==> config.mk <==
export PLATFORM = sky130hd
export DESIGN_NAME = mips_register_file
export DESIGN_NICKNAME = d
export VERILOG_FILES = /design/src/rtl/mips_register_file.sv
export SDC_FILE = /design/constraint.sdc
export NUM_CORES = 1
export LEC_CHECK = 0
export BUFFER_PORTS_ARGS = -buffer_cell sky130_fd_sc_hd__buf_2
export CAP_MARGIN = 20
export CORE_AREA = 5 5 112 167
export CTS_CLUSTER_DIAMETER = 60
export CTS_CLUSTER_SIZE = 20
export DETAILED_ROUTE_END_ITERATION = 12
export DIE_AREA = 0 0 117 172
export GPL_TIMING_DRIVEN = 0
export HOLD_SLACK_MARGIN = 0.08
export SETUP_SLACK_MARGIN = 0.02
export SLEW_MARGIN = 20
export SYNTH_ARGS = -nofsm -noshare
export SYNTH_HDL_FRONTEND = slang
export SYNTH_SLANG_ARGS = --single-unit
==> constraint.sdc <==
create_clock -name clk -period 9.2 [get_ports clk]
set_input_delay 2.76 -clock clk [delete_from_list [all_inputs] [get_ports clk]]
set_output_delay 2.76 -clock clk [all_outputs]
set_load 0.05 [all_outputs]
==> src/rtl/mips_register_file.sv <==
// Register file for the MIPS datapath: r0 reads zero, two combinational read ports
// with write-first bypass, one clocked write port, and the ALU operand-B source mux.
module mips_register_file #(
  parameter int DATA_W   = 16,
  parameter int ADDR_W   = 3,
  parameter int NUM_REGS = 8
) (
  input  logic              clk,
  input  logic              rst_n,
  input  logic [ADDR_W-1:0] rd_addr_A,
  input  logic [ADDR_W-1:0] rd_addr_B,
  input  logic              wr_en,
  input  logic [ADDR_W-1:0] wr_addr,
  input  logic [DATA_W-1:0] wr_data,
  input  logic              alu_src,
  input  logic [DATA_W-1:0] imm,
  output logic [DATA_W-1:0] operand_A,
  output logic [DATA_W-1:0] operand_B,
  output logic [DATA_W-1:0] rd_data_B
);

  logic [DATA_W-1:0] reg_file [NUM_REGS];
  logic              wr_live;
  logic              bypass_a;
  logic              bypass_b;
  logic [DATA_W-1:0] read_a;
  logic [DATA_W-1:0] read_b;

  // Writes to r0 are dropped here so neither storage nor bypass ever sees them.
  assign wr_live = wr_en && (wr_addr != '0);

  genvar gi;
  generate
    for (gi = 0; gi < NUM_REGS; gi++) begin : g_reg
      if (gi == 0) begin : g_zero
        assign reg_file[gi] = '0;
      end else begin : g_flop
        logic [DATA_W-1:0] q_reg;
        always_ff @(posedge clk or negedge rst_n) begin
          if (!rst_n) begin
            q_reg <= '0;
          end else if (wr_en && (wr_addr == ADDR_W'(gi))) begin
            q_reg <= wr_data;
          end
        end
        assign reg_file[gi] = q_reg;
      end
    end
  endgenerate

  // Bypass is held off during reset so every read port shows zero while rst_n is low.
  assign bypass_a = rst_n && wr_live && (wr_addr == rd_addr_A);
  assign bypass_b = rst_n && wr_live && (wr_addr == rd_addr_B);

  always_comb begin
    read_a = reg_file[rd_addr_A];
    read_b = reg_file[rd_addr_B];
    if (bypass_a) read_a = wr_data;
    if (bypass_b) read_b = wr_data;
  end

  assign operand_A = read_a;
  assign rd_data_B = read_b;
  assign operand_B = alu_src ? imm : read_b;

endmodule
Word-level counts from Yosys, hierarchy flattened:

Index checks and enable logic that the tools add are counted.

* logic and storage cells: 41
* flip-flop bits (word level): 112
* output and inout port bits: 48
* input port bits: 45

* muxes and demuxes: 9
* equal/unequal tests: 9
* magnitude comparators: 2
* reductions and logical operators: 12
* bitwise logic cells: 2

Operators with widths (count)
* two-way mux 16 bit: 7
* binary-select mux 16 bit (select 3 bit): 2
* == test 3 bit (second input constant): 4
* logical AND 1 bit: 11
* greater-or-equal comparator 4 bit (second input constant): 2
* NOT 3 -> 4 bit: 2
* == test 3 x 2 -> 1 bit (second input constant): 2
* == test 3 bit: 2
* == test 3 x 1 -> 1 bit (second input constant): 1
* nonzero test 3 bit: 1

Longest topological paths before layout:

* depth in word-level cells: 6
* mapped depth: 7
* depth with buffers taken out: 4

Worst setup path after synthesis:

Ideal clock, no wire load.

* path kind: input-to-output
* start point: input rd_addr_B[1]
* end point: output operand_B[10]
* buffers on the path: 2
* arrival: 4.974 ns
* setup slack: 1.466 ns
* data required time: 6.440 ns
* cell stages on the path: 6
* path through: buf_2 -> xor2_1 -> nor4_4 -> buf_4 -> nor3_1 -> o31ai_1

* cells in the longest elaborated chain, start to end: 6
* elaborated cells on any way between the ends: 8
* those cells by class: 1 x eq/ne; 5 x mux; 1 x bitwise; 1 x reduce/logical

Ends and longest elaborated chain
* from (decl): RTL line 11 `input logic [ADDR_W-1:0] rd_addr_B,`
* NOT 3 -> 4 bit (not written as such): RTL line 57 `read_b = reg_file[rd_addr_B];`
* binary-select mux 16 bit (select 3 bit): RTL line 57
* two-way mux 16 bit (not written as such) (2 in a row): RTL line 57
* two-way mux 16 bit (*): RTL line 59 `if (bypass_b) read_b = wr_data;`
* two-way mux 16 bit (*): RTL line 64 `assign operand_B = alu_src ? imm : read_b;`
* to (decl): RTL line 18 `output logic [DATA_W-1:0] operand_B,`

Mark *: on every way between the ends. The rest lies on a longest branch, timed or not. The select of a mux whose other input is x is not followed.

Worst setup path in the final report:

* start point: input rd_addr_B[2]
* end point: output operand_B[5]

The elaborated chain is that of the path after synthesis.

==> flow_summary.json <==
{
  "status": "completed",
  "endpoint_kind": "output pin",
  "powerDensity_nw_per_um2": 209,
  "start_util_pct": 39.1,
  "vias": 5333,
  "finClkSkew_ns": 0,
  "place_area_sq_um": 7420,
  "synth.area.mux_share_pct": 34.1,
  "crit_top_cell": "buf_2",
  "path_cells": "buf_2, buf_2, nand2b_1, clkbuf_1, o22ai_1, nor3_1, o31ai_1, buf_2",
  "r2r-end": "g_reg[5].g_flop.q_reg[0]$_DFFE_PN0P_",
  "min_period_ns": 7.67,
  "cts_buffers": 9,
  "hpwl_microns": 15300,
  "critPathRequiredTime_ns": 6.44,
  "max_freq_mhz": 130,
  "drtPass1Iterations": 5,
  "seq_area_sq_um": 2800,
  "num_rows": 59,
  "finalSetupViolCount": 0,
  "rr_startpoint": "g_reg[5].g_flop.q_reg[0]$_DFFE_PN0P_",
  "fin_util_pct": 45.0,
  "netlist_instances": 569,
  "place_congestion": 0.919,
  "drcViolationCount": 0,
  "hold_path.class": "flop to flop",
  "synth_top_family_by_area": "multiplexers",
  "nNetsFinal": 710,
  "rsz0062_at_grt": "no",
  "synth.largest_area_cell": "dfrtp_1",
  "yosys-top-cells-area": "dfrtp_1, mux2_2, mux2i_1, mux4_2, a221o_1",
  "io_pins": 93,
  "synth-xor-area-share_pct": 0.784,
  "clock_sinks": 112,
  "dpl.cell_count": 867,
  "synth-adder-area-share_pct": 0,
  "critPathCapture": "operand_B[5]",
  "die_y_microns": 172,
  "maxCapViolations": 0,
  "ys_ff_latch": 112,
  "cts_buffer_depth": 2,
  "post-route-cell-area_sq_um": 7700,
  "start_kind": "input port",
  "tightest_slew_ns": 0.764,
  "drtIter0Drc": 370,
  "grt_pass1_vias": 5602,
  "cts-hold-fix-buffers": 0,
  "layout-drive-gt1-share_pct": 43.3,
  "tritoncts": "yes",
  "yosysWarnings": 0,
  "die_w_microns": 117,
  "drt_wl_total_microns": 21000,
  "synthesis.area_sq_um": 6700,
  "slowest_delay_ns": 0.54,
  "port_buffers": 84,
  "cts_setup_buffers": 0,
  "fillers": 1605,
  "worstRegToRegCells": 1,
  "antennaDiodeCount": 0,
  "avgSynthCellArea_sq_um": 11.8,
  "grt_usage_pct": 21.2,
  "clk_pin_slew_ns": 0.07,
  "antenna_found_initial": 0,
  "multi_input_area_sq_um": 3630,
  "fin_cells": 883,
  "syn_to_final_growth_pct": 15.0,
  "power_leakage_uw": 0.00331,
  "cp.arrival_ns": 4.91,
  "grt_pass1_wl_microns": 32000,
  "grt-ovfl-total": 0,
  "ys_seq_area_share_pct": 41.8,
  "die_area_sq_um": 20100,
  "grt_max_degree": 81,
  "final_max_slew_viol_count": 0,
  "yosys.area_share.simple_pct": 7.90,
  "async_reset_ff_share_pct": 100,
  "tns_ns": 0,
  "synth-main-ff-cell": "dfrtp_1",
  "cp-startpoint": "rd_addr_B[2]",
  "synth_compound_area_share_pct": 11.5,
  "wl_per_cell_microns": 23.8,
  "synth.top_cell.area_share_pct": 41.8,
  "timing.final.hold_violations": 0,
  "ant_nets": 0,
  "synth_common_cells": "mux2_2, dfrtp_1, mux2i_1",
  "synth_edf_count": 0,
  "cts-root-buf": "clkbuf_16",
  "yosysUniqueCellTypes": 33,
  "relSlewSlack_pct": 49.0,
  "peakVddDrop_mv": 0.108,
  "cts_resized": 0,
  "viasPerCell": 6.04,
  "h-tree-depth": 3,
  "worstSetupPathType": "input port to output pin",
  "clk_latency_ns": 0.35,
  "power_uw": 1610,
  "core_sq_um": 17100,
  "r2r_slack_ns": 8.41,
  "largest_reg_flops": 112,
  "slowest_stage": "clkbuf_1",
  "crit_fanout": 10,
  "yosysMostFrequentCell": "mux2_2",
  "synth_nets": 614,
  "fin_crit_sh_pct": 83.4
}
critical path: cells and delay by family:
kind                   cells  cell delay, ns
buffers and inverters      4            1.09
and+or+nand+nor            2            0.66
AOI/OAI and AO/OA          2            0.40
metal layers:
metal | vias to the layer above | GRT usage (%) | wire, microns
li1 | 2340 | - | -
met1 | 2691 | 26.3 | 8350
met2 | 245 | 35.2 | 10100
met3 | 57 | 3.22 | 1450
met4 | 0 | 11.7 | 1120
met5 | - | 0 | 0
logic make-up after synthesis:
family,Yosys count
xor+xnor,6
flops,112
mux,192
simple gates,96
buf+inv,51
compound gates,112
metrics by stage:
| step | hold slack, ns | setup slack (ns) |
|---|---|---|
| 2_1_floorplan | 0.496 | 1.47 |
| 3_3_place_gp | 0.505 | -0.182 |
| 3_5_place_dp | 0.519 | 1.57 |
| 4_1_cts | 0.534 | 1.57 |
| 5_1_grt | 0.550 | 1.46 |
| 6_report | 0.531 | 1.53 |
cell type report:
type                            count  share of cell area, %
Clock inverter                      3                  0.292
Clock buffer                       13                   3.38
Timing Repair Buffer               85                   5.90
Inverter                            1                 0.0487
Sequential cell                   112                   36.4
Tap cell                          213                   3.46
Multi-Input combinational cell    406                   47.2
Buffer                             50                   3.38
worst min-delay path by stage:
| stage | from | end | slack [ns] | cells after the start |
|---|---|---|---|---|
| after floorplan | g_reg[6].g_flop.q_reg[10]$_DFFE_PN0P_ | g_reg[6].g_flop.q_reg[10]$_DFFE_PN0P_ | 0.50 | 1 |
| after global placement | g_reg[5].g_flop.q_reg[4]$_DFFE_PN0P_ | g_reg[5].g_flop.q_reg[4]$_DFFE_PN0P_ | 0.51 | 1 |
| after detailed placement | g_reg[6].g_flop.q_reg[8]$_DFFE_PN0P_ | g_reg[6].g_flop.q_reg[8]$_DFFE_PN0P_ | 0.52 | 1 |
| after CTS | g_reg[7].g_flop.q_reg[15]$_DFFE_PN0P_ | g_reg[7].g_flop.q_reg[15]$_DFFE_PN0P_ | 0.53 | 1 |
| after global routing | g_reg[6].g_flop.q_reg[5]$_DFFE_PN0P_ | g_reg[6].g_flop.q_reg[5]$_DFFE_PN0P_ | 0.55 | 1 |
| final | g_reg[3].g_flop.q_reg[5]$_DFFE_PN0P_ | g_reg[3].g_flop.q_reg[5]$_DFFE_PN0P_ | 0.53 | 1 |
placed cells by master, fill, tap and decap left out, types with 10 or more instances in the layout:
master      n
a211oi_1   16
a21oi_1    16
a221o_1    15
buf_2     107
clkbuf_1   20
dfrtp_1   112
mux2_2    128
mux2i_1    48
mux4_2     16
nand2_1    34
nor2_1     23
nor2_4     10
nor3_1     16
o21ai_0    27
o22ai_1    16
o31ai_1    16
power by group:
group          total, uW  internal [uW]  switching [uW]
registers            685            602            83.4
clock network        379            201             178
logic                544            221             323
total               1610           1020             585
No activity file was read; power rests on OpenSTA's default activity.
